File: config.mk
export PLATFORM = sky130hd
export DESIGN_NAME = seq_mult
export DESIGN_NICKNAME = d
export VERILOG_FILES = /design/src/rtl/seq_mult_pkg.sv /design/src/rtl/seq_mult.sv
export SDC_FILE = /design/constraint.sdc
export NUM_CORES = 1
export LEC_CHECK = 0
export BUFFER_PORTS_ARGS = -buffer_cell sky130_fd_sc_hd__buf_2
export CAP_MARGIN = 25
export CORE_UTILIZATION = 45
export CTS_BUF_LIST = sky130_fd_sc_hd__clkbuf_8
export DETAILED_ROUTE_END_ITERATION = 7
export GPL_TIMING_DRIVEN = 0
export PLACE_DENSITY = 0.65
export SLEW_MARGIN = 20
export SYNTH_ARGS = -nofsm -noshare
export SYNTH_HDL_FRONTEND = slang
export SYNTH_SLANG_ARGS = --single-unit
File: constraint.sdc
create_clock -name clk -period 2.1 [get_ports clk]
set_input_delay 0.42 -clock clk [delete_from_list [all_inputs] [get_ports clk]]
set_output_delay 0.42 -clock clk [all_outputs]
set_load 0.05 [all_outputs]
File: src/rtl/seq_mult_pkg.sv
// Shared types and sizing constants for the sequential shift-add multiplier.
package seq_mult_pkg;

  // Controller states: waiting for start, shift-add iterations, result pulse.
  typedef enum logic [1:0] {
    IDLE = 2'd0,
    CALC = 2'd1,
    DONE = 2'd2
  } mult_state_t;

  localparam int MULT_WIDTH = 8;
  localparam int PROD_WIDTH = 2 * MULT_WIDTH;

endpackage : seq_mult_pkg

File: src/rtl/seq_mult.sv
// Sequential unsigned shift-add multiplier with a fixed WIDTH-cycle latency.
// The product register feeds the hex display directly, so it only ever holds
// completed results and changes exactly once per finished multiplication.
//
// state | meaning
// IDLE  | waiting for start; operands latched on the accepting edge
// CALC  | one shift-add step per cycle, WIDTH cycles, no early exit
// DONE  | single-cycle done pulse, product already updated
module seq_mult
  import seq_mult_pkg::*;
#(
  parameter int WIDTH = MULT_WIDTH
) (
  input  logic               clk,
  input  logic               rst,
  input  logic               start,
  input  logic [WIDTH-1:0]   a,
  input  logic [WIDTH-1:0]   b,
  output logic               busy,
  output logic               done,
  output logic [2*WIDTH-1:0] product
);

  localparam int PW    = 2 * WIDTH;
  localparam int CNT_W = $clog2(WIDTH + 1);
  localparam logic [CNT_W-1:0] CNT_LAST = CNT_W'(WIDTH - 1);

  mult_state_t      state;
  mult_state_t      state_next;
  logic [PW-1:0]    acc;
  logic [PW-1:0]    mcand;
  logic [WIDTH-1:0] mplr;
  logic [CNT_W-1:0] cnt;
  logic [PW-1:0]    acc_sum;
  logic             calc_last;

  // Partial product for the current step; acc plus mcand never exceeds PW bits.
  assign acc_sum   = mplr[0] ? (acc + mcand) : acc;
  assign calc_last = (cnt == CNT_LAST);

  // State register.
  always_ff @(posedge clk) begin
    if (rst) begin
      state <= IDLE;
    end else begin
      state <= state_next;
    end
  end

  // Next-state and status outputs; start is only looked at while idle.
  always_comb begin
    state_next = state;
    busy       = 1'b0;
    done       = 1'b0;
    case (state)
      IDLE: begin
        if (start) begin
          state_next = CALC;
        end
      end
      CALC: begin
        busy = 1'b1;
        if (calc_last) begin
          state_next = DONE;
        end
      end
      DONE: begin
        busy       = 1'b1;
        done       = 1'b1;
        state_next = IDLE;
      end
      default: begin
        state_next = IDLE;
      end
    endcase
  end

  // Datapath: operand capture, shift-add iteration, and result hand-off.
  always_ff @(posedge clk) begin
    if (rst) begin
      acc     <= '0;
      mcand   <= '0;
      mplr    <= '0;
      cnt     <= '0;
      product <= '0;
    end else begin
      case (state)
        IDLE: begin
          if (start) begin
            mcand <= PW'(a);
            mplr  <= b;
            acc   <= '0;
            cnt   <= '0;
          end
        end
        CALC: begin
          acc   <= acc_sum;
          mcand <= mcand << 1;
          mplr  <= mplr >> 1;
          cnt   <= cnt + 1'b1;
          // Final step's sum goes straight to product so it never shows a partial value.
          if (calc_last) begin
            product <= acc_sum;
          end
        end
        default: begin
        end
      endcase
    end
  end

endmodule : seq_mult

* Word level (Yosys, flattened, before mapping)
Cells that the tools add are included.
** Word-level totals
- Input bits :: 19
- Output and inout bits :: 18
- Bits in registers :: 62
- Word-level logic and storage cells :: 33
** Operators by class
- Equal/unequal tests :: 5
- Reduce and logical (&&, ||, !) cells :: 6
- Multiplexer cells :: 14
- Add/subtract/negate cells :: 2
** Operators by type and width (number)
- 16-bit one-hot mux with 2 select lines :: 2
- 16-bit two-way mux :: 3
- 16-bit adder :: 1
- 8-bit one-hot mux with 2 select lines :: 1
- 8-bit two-way mux :: 1
- 4-bit one-hot mux with 2 select lines :: 1
- 2-bit AND reduction :: 3
- 4-bit by 1-bit adder with 4-bit output (second input constant) :: 1
- 4-bit by 3-bit == test with 1-bit output (second input constant) :: 1
- 2-bit two-way mux :: 2
- 4-bit two-way mux :: 1
- 2-bit inequality test (second input constant) :: 2
- 2-bit one-hot mux with 2 select lines :: 1
- 2-bit by 1-bit == test with 1-bit output (second input constant) :: 1
- 2-bit == test (second input constant) :: 1
- 2-bit logical NOT :: 1
- 1-bit two-way mux :: 2
- 2-bit nonzero test :: 1
- 2-bit OR reduction :: 1

* Longest topological paths before layout
- Depth in word-level cells :: 3
- Gate-level depth with buffers :: 12
- Gate-level depth less buffers :: 8

* Worst setup path after synthesis
No wires, ideal clock.
- Path type :: register -> register
- Start point :: register acc[0]
- End point :: register acc[14]
- Stages on the path, launching flop included :: 8
- Setup slack :: -0.031 ns
- Path buffers :: 0
- Arrival time :: 2.014 ns
- Clock period less this slack :: 2.131 ns
- Data required time :: 1.983 ns
- Setup time :: 0.117 ns
- Cells stage by stage :: dfxtp_1 > ha_1 > fa_1 > a21oi_1 > o211a_1 > nor4_1 > or4_4 > a32o_1
** Between the ends
- Cells in the longest elaborated chain, start to end :: 3
** Ends and longest elaborated chain
- from (decl) :: line seq_mult.sv:30 : logic [PW-1:0] acc;
- from (signal assigned) :: line seq_mult.sv:97 : acc <= acc_sum;
- 16-bit adder :: line seq_mult.sv:38 : assign acc_sum = mplr[0] ? (acc + mcand) : acc;
- 16-bit two-way mux :: line seq_mult.sv:38
- 16-bit one-hot mux with 2 select lines :: line seq_mult.sv:87 : case (state)
No other way between the ends.
A chain may end at the register's enable or synchronous reset.

* Worst setup path in the final report
- Start point :: register mcand[0]
- End point :: register acc[14]
** Between the ends
- Cells in the longest elaborated chain, start to end :: 3
** Ends and longest elaborated chain
- from (decl) :: line seq_mult.sv:31 : logic [PW-1:0] mcand;
- from (signal assigned) :: line seq_mult.sv:90 : mcand <= PW'(a);
- from (signal assigned) :: line seq_mult.sv:98 : mcand <= mcand << 1;
- 16-bit adder :: line seq_mult.sv:38
- 16-bit two-way mux :: line seq_mult.sv:38
- 16-bit one-hot mux with 2 select lines :: line seq_mult.sv:87
No other way between the ends.

==> flow_metrics.tcl <==
set metrics [dict create \
    status "finished with violations" \
    violations "negative setup slack" \
    cpPeakStageDelay_ns 0.43 \
    cp.arrival_ns 2.39 \
    ctsHtreeMaxLevel 3 \
    layout-drive-gt1-share 0.229 \
    ys_seq_area_frac 0.350 \
    port-buffer-count 35 \
    vdd_drop_max_mv 0.391 \
    grt_pass1_vias 3006 \
    netlist_area_um2 3540 \
    top_usage_layer "met1" \
    areaGrowthSynthToFinish_pct 20.5 \
    slew_headroom 0.511 \
    stdcell_count 602 \
    cap_violations 0 \
    fp.dieH_um 90.8 \
    synthCells 442 \
    path_max_fanout 3 \
    yosysWarningCount 0 \
    ant_nets 0 \
    die_area_um2 8240 \
    avgSynthCellArea_um2 8.02 \
    yosys.area.top_type_share 0.350 \
    post-route-period-util 1.03 \
    cts_buffers 9 \
    drt_first_iter_violations 261 \
    use_met2 0.333 \
    diodes 0 \
    num-fill-cells 724 \
    cts_tree "done" \
    seqCellArea_um2 1260 \
    crit_type "reg2reg" \
    drt_pass1_iterations 5 \
    vias_per_cell 5.65 \
    min_path_type "in2reg" \
    clock-root-buffer "clkbuf_8" \
    drc 0 \
    crit_required_ns 2.33 \
    ios 37 \
    synthArstFlopShare 0 \
    ys_ff_latch 62 \
    grt-ovfl-total 0 \
    r2r_start "mcand[0]" \
    reg2reg_depth 7 \
    worstMarginPinSlew_ns 0.733 \
    setup_slack_ns -0.0617 \
    gp_congestion 0.919 \
    holdBufCountCts 0 \
    setup_viol 6 \
    period_minus_slack_ns 2.16 \
    clock_latency_ns 0.34 \
    rsz0062_at_grt "yes" \
    cp_cell_sequence "ha_4 -> fa_2 -> a21oi_2 -> o211a_1 -> nor4_2 -> or4_4 -> a32o_1" \
    hold_violations 0 \
    dp.cells 576 \
    slew_viol_final 0 \
    slowest_stage "or4_4" \
    synth-main-ff-cell "dfxtp_1" \
    p_leak_uw 0.00183 \
    core_um2 7450 \
    track_usage 0.229 \
    synth_edf_count 0 \
    max_freq_ghz 0.463 \
    dieWidth_um 90.8 \
    antenna_found_initial 0 \
    grt_max_degree 11 \
    rows 31 \
    cts.sinks 62 \
    grt_pass1_wl_um 15000 \
    worstHoldPathCells 5 \
    final_net_count 538 \
    hp-start "a[1]" \
    ys_types 61 \
    met3_usage 0.0471 \
    critPathLaunchType "flop" \
    holdWs_ns 0.450 \
    clk_pin_slew_ns 0.07 \
    synth_largest_area_cell "dfxtp_1" \
    via_count 3403 \
    final_common_cell "nor2_1" \
    skew_ns 0.00455 \
    start_util 0.476 \
    cellPowerDensity_nw_per_um2 640 \
    multi_input_area_um2 2200 \
    dp_hpwl_um 6600 \
    routed_wl_um 9240 \
    crit_start "mcand[0]" \
    synth_nets 481 \
    wl_per_cell_um 15.3 \
    final_cell_mix "nor2_1 (95), dfxtp_1 (54), buf_2 (39)" \
    synthTopCellsByArea "dfxtp_1 (35%), nor2_1 (10%), ha_1 (6.7%), a21oi_1 (4.2%), a31oi_1 (3.0%)" \
    cp-end-kind "flop" \
    clk_path_buf_depth 2 \
    use_met1 0.333 \
]
stage by stage:
stage               power (uW)  cell area (um2)  utilization  TNS [ns]  worst slack [ns]
floorplan                 1620             3550            -         0            0.0231
global placement          1740             3850        0.516     -1.28            -0.166
detailed placement        1750             3850        0.516     -1.72            -0.193
CTS                       2710             4140        0.556   -0.0500           -0.0236
global route              2860             4270        0.574     -1.44            -0.160
finish                    2730             4270        0.574    -0.276           -0.0617
report_power, final:
group / switching [uW] / leakage [uW] / internal [uW] / total (uW)
combinational: 310 / 0.00123 / 199 / 509
sequential: 51.5 / 0.000508 / 1220 / 1270
clock: 470 / 0.0000910 / 480 / 950
total: 832 / 0.00183 / 1900 / 2730
sequential cells by signal, summed over array words and instances, names as in the netlist:
| name | count |
|---|---|
| mcand | 16 |
| mplr | 8 |
| cnt | 4 |
| product | 16 |
| acc | 16 |
| state | 2 |
final timing paths:
| check | end | slack, ns |
|---|---|---|
| max | acc[14] | -0.06 |
| max reg2reg | acc[14] | -0.06 |
| min reg2reg | product[2] | 0.46 |
| min | mcand[1] | 0.45 |
cells in the mapped netlist, types with 11 or more instances:
cell and number:
a31oi_1 17, ha_1 19, a21o_1 11, nand2_1 15, o21ai_0 11, nor2_1 95, clkbuf_1 16, inv_1 19
dfxtp_1 62, a22oi_1 12, a211oi_1 12, a21oi_1 30, nor4_1 14
metal layers:
| layer | vias to the layer above | part of all wire |
|---|---|---|
| li1 | 1697 | - |
| met3 | 11 | 0.052 |
| met2 | 103 | 0.42 |
| met1 | 1592 | 0.52 |
| met4 | 0 | 0.014 |
| met5 | - | 0 |
critical path, delay by kind of cell, from the launching register on:
kind                     cells  cell delay, ns
flip-flops                   1            0.36
AND/OR/NAND/NOR              2            0.51
adder cells (fa/ha/maj)      2            0.54
AO/OA/AOI/OAI                3            0.65
final cells by class:
cell class | instances | area share
well taps | 99 | 0.0290
repair buffers | 48 | 0.0638
inverters | 20 | 0.0176
clock inverters | 4 | 0.00527
plain buffers | 32 | 0.0401
multi-input cells | 326 | 0.515
flip-flops and latches | 62 | 0.294
clock buffers | 11 | 0.0354
repair_timing:
action	CTS	global route
setup buffers	4	9
pin swaps	8	8
resized for setup	22	19
endpoints found under the setup margin	28	33
logic make-up after synthesis:
logic type | after synthesis | share of synthesized area
buffers and inverters | 54 | 0.0681
AO/OA/AOI/OAI | 123 | 0.238
multiplexers | 10 | 0.0286
flip-flops | 62 | 0.350
AND/OR/NAND/NOR | 162 | 0.215
XOR/XNOR | 11 | 0.0272
adder cells (fa/ha/maj) | 20 | 0.0727
(Power assumes the default switching activity.)
